===== config.mk =====
export PLATFORM = sky130hd
export DESIGN_NAME = seq_encoder_8to3
export DESIGN_NICKNAME = d
export VERILOG_FILES = /design/src/rtl/seq_encoder_pkg.sv /design/src/rtl/seq_encoder_8to3_prio.sv /design/src/rtl/seq_encoder_8to3.sv
export SDC_FILE = /design/constraint.sdc
export NUM_CORES = 1
export LEC_CHECK = 0
export BUFFER_PORTS_ARGS = -buffer_cell sky130_fd_sc_hd__buf_4
export CELL_PAD_IN_SITES_DETAIL_PLACEMENT = 0
export CELL_PAD_IN_SITES_GLOBAL_PLACEMENT = 1
export CORE_ASPECT_RATIO = 1.2
export CORE_MARGIN = 2
export CORE_UTILIZATION = 35
export DETAILED_ROUTE_END_ITERATION = 10
export GPL_TIMING_DRIVEN = 0
export PLACE_DENSITY_LB_ADDON = 0.2
export SLEW_MARGIN = 5
export SYNTH_ARGS = -nofsm -noshare
export SYNTH_HDL_FRONTEND = slang
export SYNTH_HIERARCHICAL = 1
export SYNTH_SLANG_ARGS = --single-unit

===== constraint.sdc =====
create_clock -name clk -period 2.2 [get_ports clk]
set_input_delay 0.11 -clock clk [delete_from_list [all_inputs] [get_ports clk]]
set_output_delay 0.11 -clock clk [all_outputs]
set_load 0.05 [all_outputs]

===== src/rtl/seq_encoder_pkg.sv =====
// Shared types and widths for the sequential 8-to-3 request encoder.
package seq_encoder_pkg;

  localparam int REQ_W  = 8;
  localparam int CODE_W = 3;

  typedef enum logic {
    IDLE = 1'b0,
    EMIT = 1'b1
  } state_t;

  // One-hot mask selecting the request line named by a code.
  function automatic logic [REQ_W-1:0] code_mask(input logic [CODE_W-1:0] code);
    logic [REQ_W-1:0] one;
    one = REQ_W'(1);
    return one << code;
  endfunction

endpackage


===== src/rtl/seq_encoder_8to3_prio.sv =====
// Combinational priority encoder for an 8-bit vector.
//   low_first = 1 : index of the lowest set bit
//   low_first = 0 : index of the highest set bit
//   only          : exactly one bit of vec is set
// An all-zero vector yields idx = 0, only = 0.
module prio_enc8
  import seq_encoder_pkg::*;
(
  input  logic [REQ_W-1:0]  vec,
  input  logic              low_first,
  output logic [CODE_W-1:0] idx,
  output logic              only
);

  // Scan so that the last match written is the winning bit.
  always_comb begin
    idx = '0;
    if (low_first) begin
      for (int i = REQ_W - 1; i >= 0; i--) begin
        if (vec[i]) idx = CODE_W'(i);
      end
    end else begin
      for (int i = 0; i < REQ_W; i++) begin
        if (vec[i]) idx = CODE_W'(i);
      end
    end
  end

  // A non-zero vector with its lowest set bit cleared is empty iff one bit was set.
  always_comb begin
    only = (vec != '0) && ((vec & (vec - REQ_W'(1))) == '0);
  end

endmodule


===== src/rtl/seq_encoder_8to3.sv =====
// Sequential 8-to-3 encoder: captures a request vector and emits the index of
// each set bit in priority order over a valid/ready handshake.
//
// Optional feature: define SEQ_ENCODER_OVERFLOW_EN to add a sticky `overflow`
// output flagging a non-empty load that arrived while busy.
//
// state | meaning
// ------+-----------------------------------------------------------
// IDLE  | no pending requests, waiting for req_load with req_in != 0
// EMIT  | pending non-empty, out_code presents the next line to serve
module seq_encoder_8to3
  import seq_encoder_pkg::*;
#(
  parameter int LOW_FIRST = 1
) (
  input  logic              clk,
  input  logic              reset,
  input  logic [REQ_W-1:0]  req_in,
  input  logic              req_load,
  output logic              busy,
  output logic              out_valid,
  input  logic              out_ready,
  output logic [CODE_W-1:0] out_code,
  output logic              out_last
`ifdef SEQ_ENCODER_OVERFLOW_EN
  ,
  output logic              overflow
`endif
);

  localparam logic LOW_DIR = (LOW_FIRST != 0);

  state_t             state;
  state_t             state_nxt;
  logic [REQ_W-1:0]   pending;
  logic [REQ_W-1:0]   pending_nxt;
  logic               load_ok;
  logic [CODE_W-1:0]  enc_idx;
  logic               enc_only;

  assign load_ok   = req_load && (req_in != '0);
  assign busy      = (state == EMIT);
  assign out_valid = busy;

  // Next pending set and state: capture in IDLE, retire the served bit on handshake.
  always_comb begin
    state_nxt   = state;
    pending_nxt = pending;
    case (state)
      IDLE: begin
        if (load_ok) begin
          pending_nxt = req_in;
          state_nxt   = EMIT;
        end
      end
      EMIT: begin
        if (out_ready) begin
          pending_nxt = pending & ~code_mask(out_code);
          if (out_last) state_nxt = IDLE;
        end
      end
      default: begin
        state_nxt   = IDLE;
        pending_nxt = '0;
      end
    endcase
  end

  // Encoding is done on the next pending set so code/last can be registered
  // and appear together with the state they describe.
  prio_enc8 u_prio (
    .vec       (pending_nxt),
    .low_first (LOW_DIR),
    .idx       (enc_idx),
    .only      (enc_only)
  );

  // State, pending set and registered code/last; outputs are zero outside EMIT.
  always_ff @(posedge clk or posedge reset) begin
    if (reset) begin
      state    <= IDLE;
      pending  <= '0;
      out_code <= '0;
      out_last <= 1'b0;
    end else begin
      state   <= state_nxt;
      pending <= pending_nxt;
      if (state_nxt == EMIT) begin
        out_code <= enc_idx;
        out_last <= enc_only;
      end else begin
        out_code <= '0;
        out_last <= 1'b0;
      end
    end
  end

`ifdef SEQ_ENCODER_OVERFLOW_EN
  // Sticky record of a dropped load; only reset clears it.
  always_ff @(posedge clk or posedge reset) begin
    if (reset) begin
      overflow <= 1'b0;
    end else if (busy && load_ok) begin
      overflow <= 1'b1;
    end
  end
`endif

endmodule

=== Word level (Yosys, flattened, before mapping) ===
Index checks and enable logic that the tools add are counted.

* Flip-flop bits (word level): 13
* Input port bits: 12
* Output and inout bits: 6
* Logic and storage cells: 32

* Add/sub/neg operators: 1
* Shift operators: 1
* Muxes and demuxes: 17
* Bitwise logic cells: 4
* Reductions and logical operators: 5

{| class="wikitable"
|+ Operators by type and width
! operator !! number
|-
| $mux W3 || 9
|-
| $and A8 B8 Y8 || 2
|-
| $mux W8 || 2
|-
| $pmux W8 S2 || 1
|-
| $reduce_bool A8 Y1 || 2
|-
| $logic_not A8 Y1 || 1
|-
| $not A8 Y8 || 1
|-
| $shl A1 B3 Y8 const A || 1
|-
| $sub A8 B1 Y8 const B || 1
|-
| $mux W1 || 4
|-
| $logic_and A1 B1 Y1 || 2
|-
| $pmux W1 S2 || 1
|-
| $not A1 Y1 || 1
|}

=== Longest topological paths before layout ===
Gate-level depths: netlist of run 1.

* Word-level depth: 14
* Gate-level depth with buffers: 10
* Depth with buffers taken out: 8

=== Hierarchy ===
Netlist of run 1, hierarchy kept.

{| class="wikitable"
|+ By module, submodules not included
! module !! instances !! cells each !! area an instance (µm²) !! seq. area each (µm²)
|-
| seq_encoder_8to3 || 1 || 55 || 600.6 || 325.3
|-
| prio_enc8 || 1 || 32 || 225.2 || 0.0
|}

=== Least setup slack after synthesis of run 1 ===
Ideal clock, no wire load.

* Path kind: flip-flop to flip-flop
* Start point: register state, in the netlist busy
* End point: register out_last
* Library setup time: 0.085 ns
* Arrival: 2.391 ns
* Data required time: 2.115 ns
* Slack: -0.276 ns
* Cell stages (with the launch flop): 9
* Period minus slack after synthesis: 2.476 ns
* Cells stage by stage: dfrtp_1 -> a211o_2 -> buf_6 -> mux2i_1 -> nor4_4 -> xor2_1 -> o41ai_1 -> o22a_1 -> a21boi_0

* Word-level cells in the longest chain between the ends: 7

{| class="wikitable"
|+ Ends and longest elaborated chain
! element !! RTL line !! text
|-
| start, declared || seq_encoder_8to3.sv:33 || <nowiki>state_t state;</nowiki>
|-
| start signal, assigned || seq_encoder_8to3.sv:86 || <nowiki>state <= state_nxt;</nowiki>
|-
| $not A1 Y1 || - ||
|-
| $pmux W8 S2 (*) || seq_encoder_8to3.sv:49 || <nowiki>case (state)</nowiki>
|-
| via pending_nxt[3] || seq_encoder_8to3.sv:36 || <nowiki>logic [REQ_W-1:0] pending_nxt;</nowiki>
|-
| $sub A8 B1 Y8 || seq_encoder_8to3_prio.sv:31 || <nowiki>only = (vec != '0) && ((vec & (vec - REQ_W'(1))) == '0);</nowiki>
|-
| $and A8 B8 Y8 || seq_encoder_8to3_prio.sv:31 ||
|-
| $logic_not A8 Y1 || seq_encoder_8to3_prio.sv:31 ||
|-
| $logic_and A1 B1 Y1 (*) || seq_encoder_8to3_prio.sv:31 ||
|-
| via enc_only || seq_encoder_8to3.sv:39 || <nowiki>logic enc_only;</nowiki>
|-
| $mux W1 (*) || seq_encoder_8to3.sv:88 || <nowiki>if (state_nxt == EMIT) begin</nowiki>
|-
| end signal, assigned || seq_encoder_8to3.sv:90 || <nowiki>out_last <= enc_only;</nowiki>
|-
| end, declared || seq_encoder_8to3.sv:24 || <nowiki>output logic out_last</nowiki>
|}

The timed path passes the listed nets; every way through them passes the cells marked *.

=== Worst setup path after layout of run 1 ===
Same ends and word-level chain as after synthesis.

==> results of run 1 <==
[path summary, 6_finish.rpt]
check / slack, ps / endpoint
max: -40 / out_last
min: 140 / pending[0]
max reg2reg: -40 / out_last
min reg2reg: 640 / busy
max in group asynchronous: 1420 / out_code[2]
min in group asynchronous: 410 / pending[5]
[area by class of cell]
type                    instances  area, um2
clock inverters                 1       5.00
flip-flops and latches         13        328
multi-input cells              64        533
well taps                      31       38.8
clock buffers                   3       22.5
fillers                       224       1040
plain buffers                   2       27.5
inverters                      11       41.3
repair buffers                 28        225
[state kept, by name, indices dropped and copies added, names as in the netlist]
signal / cells
out_last: 1
out_code: 3
pending: 8
busy: 1
[cells by family after synthesis]
family	Yosys count	synth area share
multiplexers	8	0.100
XOR/XNOR	1	0.0106
buffers and inverters	14	0.0788
other	1	0.00454
flip-flops	13	0.394
adder cells (fa/ha/maj)	1	0.0121
AND/OR/NAND/NOR	23	0.161
AO/OA/AOI/OAI	26	0.239
[timing repair]
action                                  4_1_cts  5_1_grt
endpoints found under the setup margin        4        4
hold endpoints to repair                     13        0
pin swaps                                     3        4
hold buffers                                  1        0
setup buffers                                 6        4
resized for setup                            11        9
[routing by layer]
layer	track usage	up-vias	wire length, um
met4	0.110	0	56
met2	0.306	16	1150
met5	0	-	0
met1	0.207	380	932
met3	0.0183	5	51
li1	-	370	-
[Yosys cell counts]
| library cell | n |
|---|---|
| nand2_1 | 4 |
| a21o_1 | 1 |
| nor2b_1 | 1 |
| mux2i_1 | 6 |
| a22oi_1 | 2 |
| nor2_1 | 5 |
| buf_2 | 1 |
| xor2_1 | 1 |
| a21boi_0 | 4 |
| a211o_2 | 1 |
| nor3_1 | 2 |
| mux2_2 | 2 |
| o21bai_1 | 1 |
| buf_4 | 1 |
| maj3_1 | 1 |
| buf_6 | 1 |
| inv_1 | 10 |
| a21oi_1 | 3 |
| o31a_1 | 3 |
| inv_2 | 1 |
| nor4_4 | 1 |
| nor4_1 | 2 |
| o41ai_1 | 1 |
| o21ai_0 | 7 |
| nand3b_1 | 1 |
| conb_1 | 1 |
| o22a_1 | 1 |
| o22ai_1 | 1 |
| dfrtp_1 | 13 |
| nand3_1 | 2 |
| a2111oi_4 | 1 |
| nand2b_1 | 5 |
[worst max-delay path, cell delays in order, from the launching register on]
cell and delay (ps):
dfrtp_2 450, a211o_4 310, buf_12 140, mux2_4 330, nor4_4 270, xor2_1 120, o41ai_2 240, o22a_1 190
a21boi_2 140
[metrics by stage]
step           setup slack (ps)  hold slack [ps]  cell area [um2]
2_1_floorplan              -121            -13.2              855
3_5_place_dp               -360              175             1020
4_1_cts                    -175             89.0             1150
6_report                  -43.7              138             1220
5_1_grt                    -142              134             1220
3_3_place_gp               -356              171             1020
[where the power goes]
part	total (mW)	leakage [nW]	internal [mW]	switching (mW)
Sequential	0.421	0.157	0.354	0.0664
Clock	0.150	0.0177	0.0675	0.0828
Combinational	1.36	0.386	0.594	0.765
==> flow_summary.yaml, run 1 <==
status:
  status: "finished with violations"
  violations: "negative setup slack"
finish:
  area_growth_pct: 47.9
  diodes: 0
  nets: 135
  final_common_cell: "buf_4"
  instances_no_fill: 153
  final_cell_mix: "buf_4 (27), dfrtp_1 (11), inv_1 (10), nand2b_1 (5), conb_1 (5)"
  final_core_util: 0.541
  drive_above_1_share: 0.410
sta:
  hold_violations: 0
  rsz0062_at_grt: "yes"
  setup_violations: 1
  finalCritPeriodShare: 1.02
  fmax_mhz: 446
  finalCriticalPeriod_ps: 2240
  skew_ps: 3.18
  slew_viol_final: 0
  finalSetupTns_ps: -43.7
  setup_ws_ps: -43.7
detailed_routing:
  drcViolationCount: 0
  ant_nets: 0
  drtIter0Drc: 17
  wl_per_cell_um: 14.3
  wirelength_mm: 2.19
  drt_pass1_iterations: 4
  viasPerCell: 5.04
  num_vias: 771
clock_network:
  clk_latency_ps: 280
  cts_buffers: 3
  clockBufferDepth: 2
  cts.sinks: 13
  cts_max_level: 1
  clkTransAtPathRegs_ps: 80
  cts_root_buf: "clkbuf_4"
  cts_tree: "yes"
yosys:
  yosys_register_bits: 13
  syn_area_um2: 826
  syn_area_per_cell_um2: 9.49
  yosys_warnings: 6
  netlist.area_leader.share: 0.394
  synthCells: 87
  ys_seq_area_frac: 0.394
  ys_types: 32
  synth_area_leaders: "dfrtp_1 (39%), mux2i_1 (7.3%), inv_1 (4.5%), o21ai_0 (4.2%), nand2b_1 (3.8%)"
  netlist.top_cell.by_area: "dfrtp_1"
critical_path:
  required_ps: 2410
  worstSetupPathType: "flop to flop"
  critPathLaunchType: "flop"
  worst_setup_path_end_kind: "flop"
  crit_arrival_ps: 2460
  crit_fanout: 5
  timing.critical_path.from: "busy"
  rr_worst_depth: 8
  reg2reg_from: "busy"
worst_hold_path:
  worstHoldPathCells: 2
  hold_start: "req_in[0]"
  hold_class: "input pin to flop"
die:
  ios: 18
  start_util: 0.366
  fp-row-count: 19
  core-area_um2: 2260
  die_area_um2: 2770
  die_h_um: 57.2
  die_x_um: 48.3
placed_design:
  dp_cells: 139
  place_congestion: 0.782
  portBuffers: 17
  dp_hpwl_mm: 1.54
grt:
  overflow: 0
  grtUsageTotal: 0.175
  grt_pass1_wl_mm: 3.59
  grt_pass1_vias: 777
  antenna_found_initial: 0
  grt_max_degree: 14
power:
  finalPower_mw: 1.93
  p_per_area_nw_per_um2: 1580
  ir_drop_mv: 0.623
  leakagePower_nw: 0.561
run:
  cap_viol_max_count: 0
(Power assumes the default switching activity.)
==> inputs of run 2 (changes only) <==
--- a/config.mk
+++ b/config.mk
@@ -14,6 +14,7 @@
 export DETAILED_ROUTE_END_ITERATION = 10
 export GPL_TIMING_DRIVEN = 0
 export PLACE_DENSITY_LB_ADDON = 0.2
+export SETUP_SLACK_MARGIN = 0.5
 export SLEW_MARGIN = 5
 export SYNTH_ARGS = -nofsm -noshare
 export SYNTH_HDL_FRONTEND = slang
==> constraint.sdc (replaced) <==
create_clock -name clk -period 2.09 [get_ports clk]
set_input_delay 0.1045 -clock clk [delete_from_list [all_inputs] [get_ports clk]]
set_output_delay 0.1045 -clock clk [all_outputs]
set_load 0.05 [all_outputs]
==> flow_summary.yaml, run 2 (synthesized netlist as in run 1, its figures left out) <==
detailed_routing:
  drt_pass1_iterations: 4
  drcViolationCount: 0
  num_vias: 763
  wl_per_cell_um: 13.5
  drtIter0Drc: 13
  wirelength_mm: 2.08
  ant_nets: 0
  viasPerCell: 4.95
status:
  status: "finished with violations"
  violations: "negative setup slack"
critical_path:
  slowest_stage: "dfrtp_2"
  critPathLaunchType: "flop"
  worst_setup_path_end_kind: "flop"
  crit_arrival_ps: 2410
  crit_fanout: 3
  worstSetupPathType: "flop to flop"
  cpPeakStageDelay_ps: 400
  cp_cell_sequence: "nand3b_1, o31a_1, mux2_4, nor4_4, xor2_1, o41ai_2, o22a_1, a21boi_2"
  required_ps: 2250
clock_network:
  clkTransAtPathRegs_ps: 80
  clk_latency_ps: 270
  cts_max_level: 1
  cts_tree: "yes"
  cts_root_buf: "clkbuf_4"
  cts_buffers: 3
  clockBufferDepth: 2
  cts.sinks: 13
sta:
  rsz0062_at_grt: "yes"
  fmax_mhz: 445
  finalCriticalPeriod_ps: 2250
  slew_headroom: 0.661
  hold_violations: 0
  timing.hold.ws_ps: 128
  setup_ws_ps: -158
  slew_viol_final: 0
  skew_ps: 4.26
  finalCritPeriodShare: 1.08
  worst_pin_slew_ps: 499
  setup_violations: 4
die:
  fp-row-count: 19
  start_util: 0.366
  core-area_um2: 2260
  die_area_um2: 2770
  ios: 18
  die_h_um: 57.2
  die_x_um: 48.3
finish:
  seqCellArea_um2: 328
  largest_register_ffs: 8
  multi_input_area_um2: 529
  reg_top3: "pending: 8 flops, out_code: 3 flops"
  final_common_cell: "buf_4"
  nets: 136
  regMostFlops: "pending"
  instances_no_fill: 154
  diodes: 0
  area_growth_pct: 47.1
  num-fill-cells: 215
  final_cell_mix: "buf_4 (28), dfrtp_1 (11), inv_1 (10)"
  drive_above_1_share: 0.423
placed_design:
  place_congestion: 0.741
  dp_hpwl_mm: 1.50
  dp_cells: 139
  portBuffers: 17
power:
  pwr-share-comb: 0.705
  switching_share: 0.470
  clkPwrFrac: 0.075
  p_seq_frac: 0.220
  finalPower_mw: 2.02
  p_int_mw: 1.07
  p_switching_uw: 947
  leakagePower_nw: 0.556
  ir_drop_mv: 0.684
  p_per_area_nw_per_um2: 1660
grt:
  grtUsageTotal: 0.169
  grt-busiest-layer: "met2"
  grt_pass1_vias: 765
  met3_usage: 0.0183
  grt_pass1_wl_mm: 3.59
  overflow: 0
  gr-usage-met2: 0.278
  gr-usage-met1: 0.213
  antenna_found_initial: 0
  grt_max_degree: 14
worst_hold_path:
  hold_class: "input pin to flop"
run:
  cap_viol_max_count: 0
-- run 2: layout make-up --
class / count / share of cell area
buffer: 3 / 0.0288
clock buffer: 4 / 0.0216
inverter: 11 / 0.0340
multi-input combinational: 64 / 0.436
sequential: 13 / 0.270
tap: 31 / 0.0319
timing repair buffer: 28 / 0.178
-- run 2: worst paths after layout --
check	startpoint	to	slack, ps	depth (start not counted)
worst max-delay path	out_code[2]	out_last	-160	8
worst min-delay path	req_in[2]	pending[2]	130	3
worst max register to register	out_code[2]	out_last	-160	8
worst min register to register	pending[2]	pending[2]	580	2
max in group asynchronous	reset	out_code[2]	1320	3
min in group asynchronous	reset	pending[7]	410	3
-- run 2: timing repair --
action / in CTS / in global routing
buffers inserted: 10 / 0
resized for setup: 15 / 5
setup endpoints to repair: 5 / 5
hold buffers: 1 / 0
hold endpoints to repair: 13 / 0
pin swaps: 1 / 0
-- run 2: power groups by stage --
stage	clock, mW	sequential [mW]	combinational [mW]
after floorplan	0	0.576	0.736
after global placement	0	0.449	1.11
after detailed placement	0	0.454	1.13
after CTS	0.158	0.444	1.37
after global routing	0.166	0.462	1.54
final	0.152	0.445	1.42
-- run 2: layer usage --
metal | share of wire | wire, um | vias up
met5 | 0 | 0 | -
met1 | 0.44 | 926 | 360
met3 | 0.033 | 68 | 8
li1 | - | - | 375
met4 | 0.034 | 70 | 0
met2 | 0.49 | 1020 | 20
-- run 2: stage by stage --
step	cell area (um2)	TNS (ps)	utilization	setup WS, ps
2_1_floorplan	861	-231	-	-223
3_3_place_gp	1030	-972	0.455	-447
3_5_place_dp	1030	-1040	0.455	-471
4_1_cts	1190	-540	0.527	-184
5_1_grt	1210	-711	0.538	-276
6_report	1210	-284	0.538	-158
-- run 2: critical path: cells and delay by family, from the launching register on --
kind                      cells  cell delay (ps)
AOI/OAI and AO/OA             4              670
xor gates and xnor gates      1              200
DFF                           1              400
muxes                         1              290
and+or+nand+nor               2              580
==> inputs of run 3 (changes only) <==
--- a/config.mk
+++ b/config.mk
@@ -5,13 +5,13 @@
 export SDC_FILE = /design/constraint.sdc
 export NUM_CORES = 1
 export LEC_CHECK = 0
-export BUFFER_PORTS_ARGS = -buffer_cell sky130_fd_sc_hd__buf_4
 export CELL_PAD_IN_SITES_DETAIL_PLACEMENT = 0
 export CELL_PAD_IN_SITES_GLOBAL_PLACEMENT = 1
 export CORE_ASPECT_RATIO = 1.2
 export CORE_MARGIN = 2
 export CORE_UTILIZATION = 35
 export DETAILED_ROUTE_END_ITERATION = 10
+export DONT_BUFFER_PORTS = 1
 export GPL_TIMING_DRIVEN = 0
 export PLACE_DENSITY_LB_ADDON = 0.2
 export SETUP_SLACK_MARGIN = 0.5
==> flow_summary.yaml, run 3 (synthesized netlist as in run 1, its figures left out) <==
finish:
  final_cell_mix: "inv_1 (10), dfrtp_1 (9)"
  final_core_util: 0.480
  regMostFlops: "pending"
  largest_register_ffs: 8
  area_growth_pct: 31.4
  num-fill-cells: 218
  nets: 115
  seqCellArea_um2: 330
  multi_input_area_um2: 556
  reg_top3: "pending: 8 flops, out_code: 3 flops"
  final_common_cell: "inv_1"
  diodes: 0
  drive_above_1_share: 0.324
  instances_no_fill: 133
clock_network:
  cts_root_buf: "clkbuf_4"
  clkTransAtPathRegs_ps: 80
  cts_max_level: 1
  clockBufferDepth: 2
  clk_latency_ps: 260
  cts_tree: "yes"
  cts.sinks: 13
  cts_buffers: 3
grt:
  antenna_found_initial: 0
  grt_max_degree: 14
  grtUsageTotal: 0.158
  overflow: 0
  grt_pass1_vias: 666
  grt_pass1_wl_mm: 3.29
placed_design:
  dp_cells: 122
  portBuffers: 0
  dp_hpwl_mm: 1.46
  place_congestion: 0.706
critical_path:
  worstSetupPathType: "flop to flop"
  rr_worst_depth: 8
  critPathLaunchType: "flop"
  crit_arrival_ps: 2610
  required_ps: 2240
  reg2reg_from: "busy"
  worst_setup_path_end_kind: "flop"
  crit_fanout: 6
  timing.critical_path.from: "busy"
power:
  p_per_area_nw_per_um2: 1780
  leakagePower_nw: 0.463
  ir_drop_mv: 0.647
sta:
  hold_violations: 0
  skew_ps: 5.26
  finalSetupTns_ps: -988
  timing.hold.ws_ps: 3.64
  finalCritPeriodShare: 1.18
  setup_ws_ps: -374
  rsz0062_at_grt: "yes"
  finalCriticalPeriod_ps: 2460
  fmax_mhz: 406
  setup_violations: 4
  slew_viol_final: 0
worst_hold_path:
  worstHoldPathCells: 2
  hold_class: "input pin to flop"
  hold_start: "req_in[2]"
die:
  die_h_um: 57.2
  ios: 18
  fp-row-count: 19
  core-area_um2: 2260
  die_area_um2: 2770
  die_x_um: 48.3
  start_util: 0.366
detailed_routing:
  ant_nets: 0
  drcViolationCount: 0
  drt_pass1_iterations: 4
  viasPerCell: 5.23
  wl_per_cell_um: 15.1
  wirelength_mm: 2.00
  num_vias: 696
  drtIter0Drc: 15
run:
  cap_viol_max_count: 0
status:
  status: "finished with violations"
  violations: "negative setup slack"
## run 3: area by class of cell
class                      count  area share
multi-input combinational     64       0.512
inverter                      11      0.0381
timing repair buffer           7      0.0611
tap                           31      0.0358
sequential                    13       0.304
buffer                         3      0.0242
clock buffer                   4      0.0242
## run 3: per-layer routing
layer,part of all wire,global-route usage
met3,0.061,0.0393
met2,0.52,0.266
met4,0.022,0.0857
met1,0.40,0.187
met5,0,0
## run 3: worst paths after layout
path / end / slack (ps)
hold reg to reg: pending[2] / 580
min in group asynchronous: pending[0] / 300
setup reg to reg: out_last / -370
hold / removal: pending[2] / 4
setup / recovery: out_last / -370
max in group asynchronous: out_code[2] / 1440
## run 3: what timing repair did
item                                    4_1_cts  5_1_grt
hold endpoints to repair                     14        0
hold buffers                                  1        0
cloned                                        0        0
pin swaps                                     0        2
setup buffers                                 4        2
endpoints found under the setup margin        9        7
resized for setup                            17        9
## run 3: critical path, cell delays in order (launching register included)
cell and delay (ps):
dfrtp_2 580, nand3b_1 210, o31a_1 280, mux2_4 290, nor4_4 380, xor2_1 210
o41ai_2 80, o22a_1 180, a21boi_2 150
## run 3: power breakdown
group          internal, mW  switching, mW
combinational         0.540          0.637
clock                0.0736         0.0719
sequential            0.375          0.229
## run 3: metrics by stage
step / total power, mW / cell area [um2] / setup slack [ps]
after CTS: 1.83 / 1030 / -418
after global placement: 1.48 / 900 / -459
final: 1.93 / 1080 / -374
after detailed placement: 1.49 / 900 / -515
after global routing: 2.07 / 1080 / -465
after floorplan: 1.31 / 861 / -223
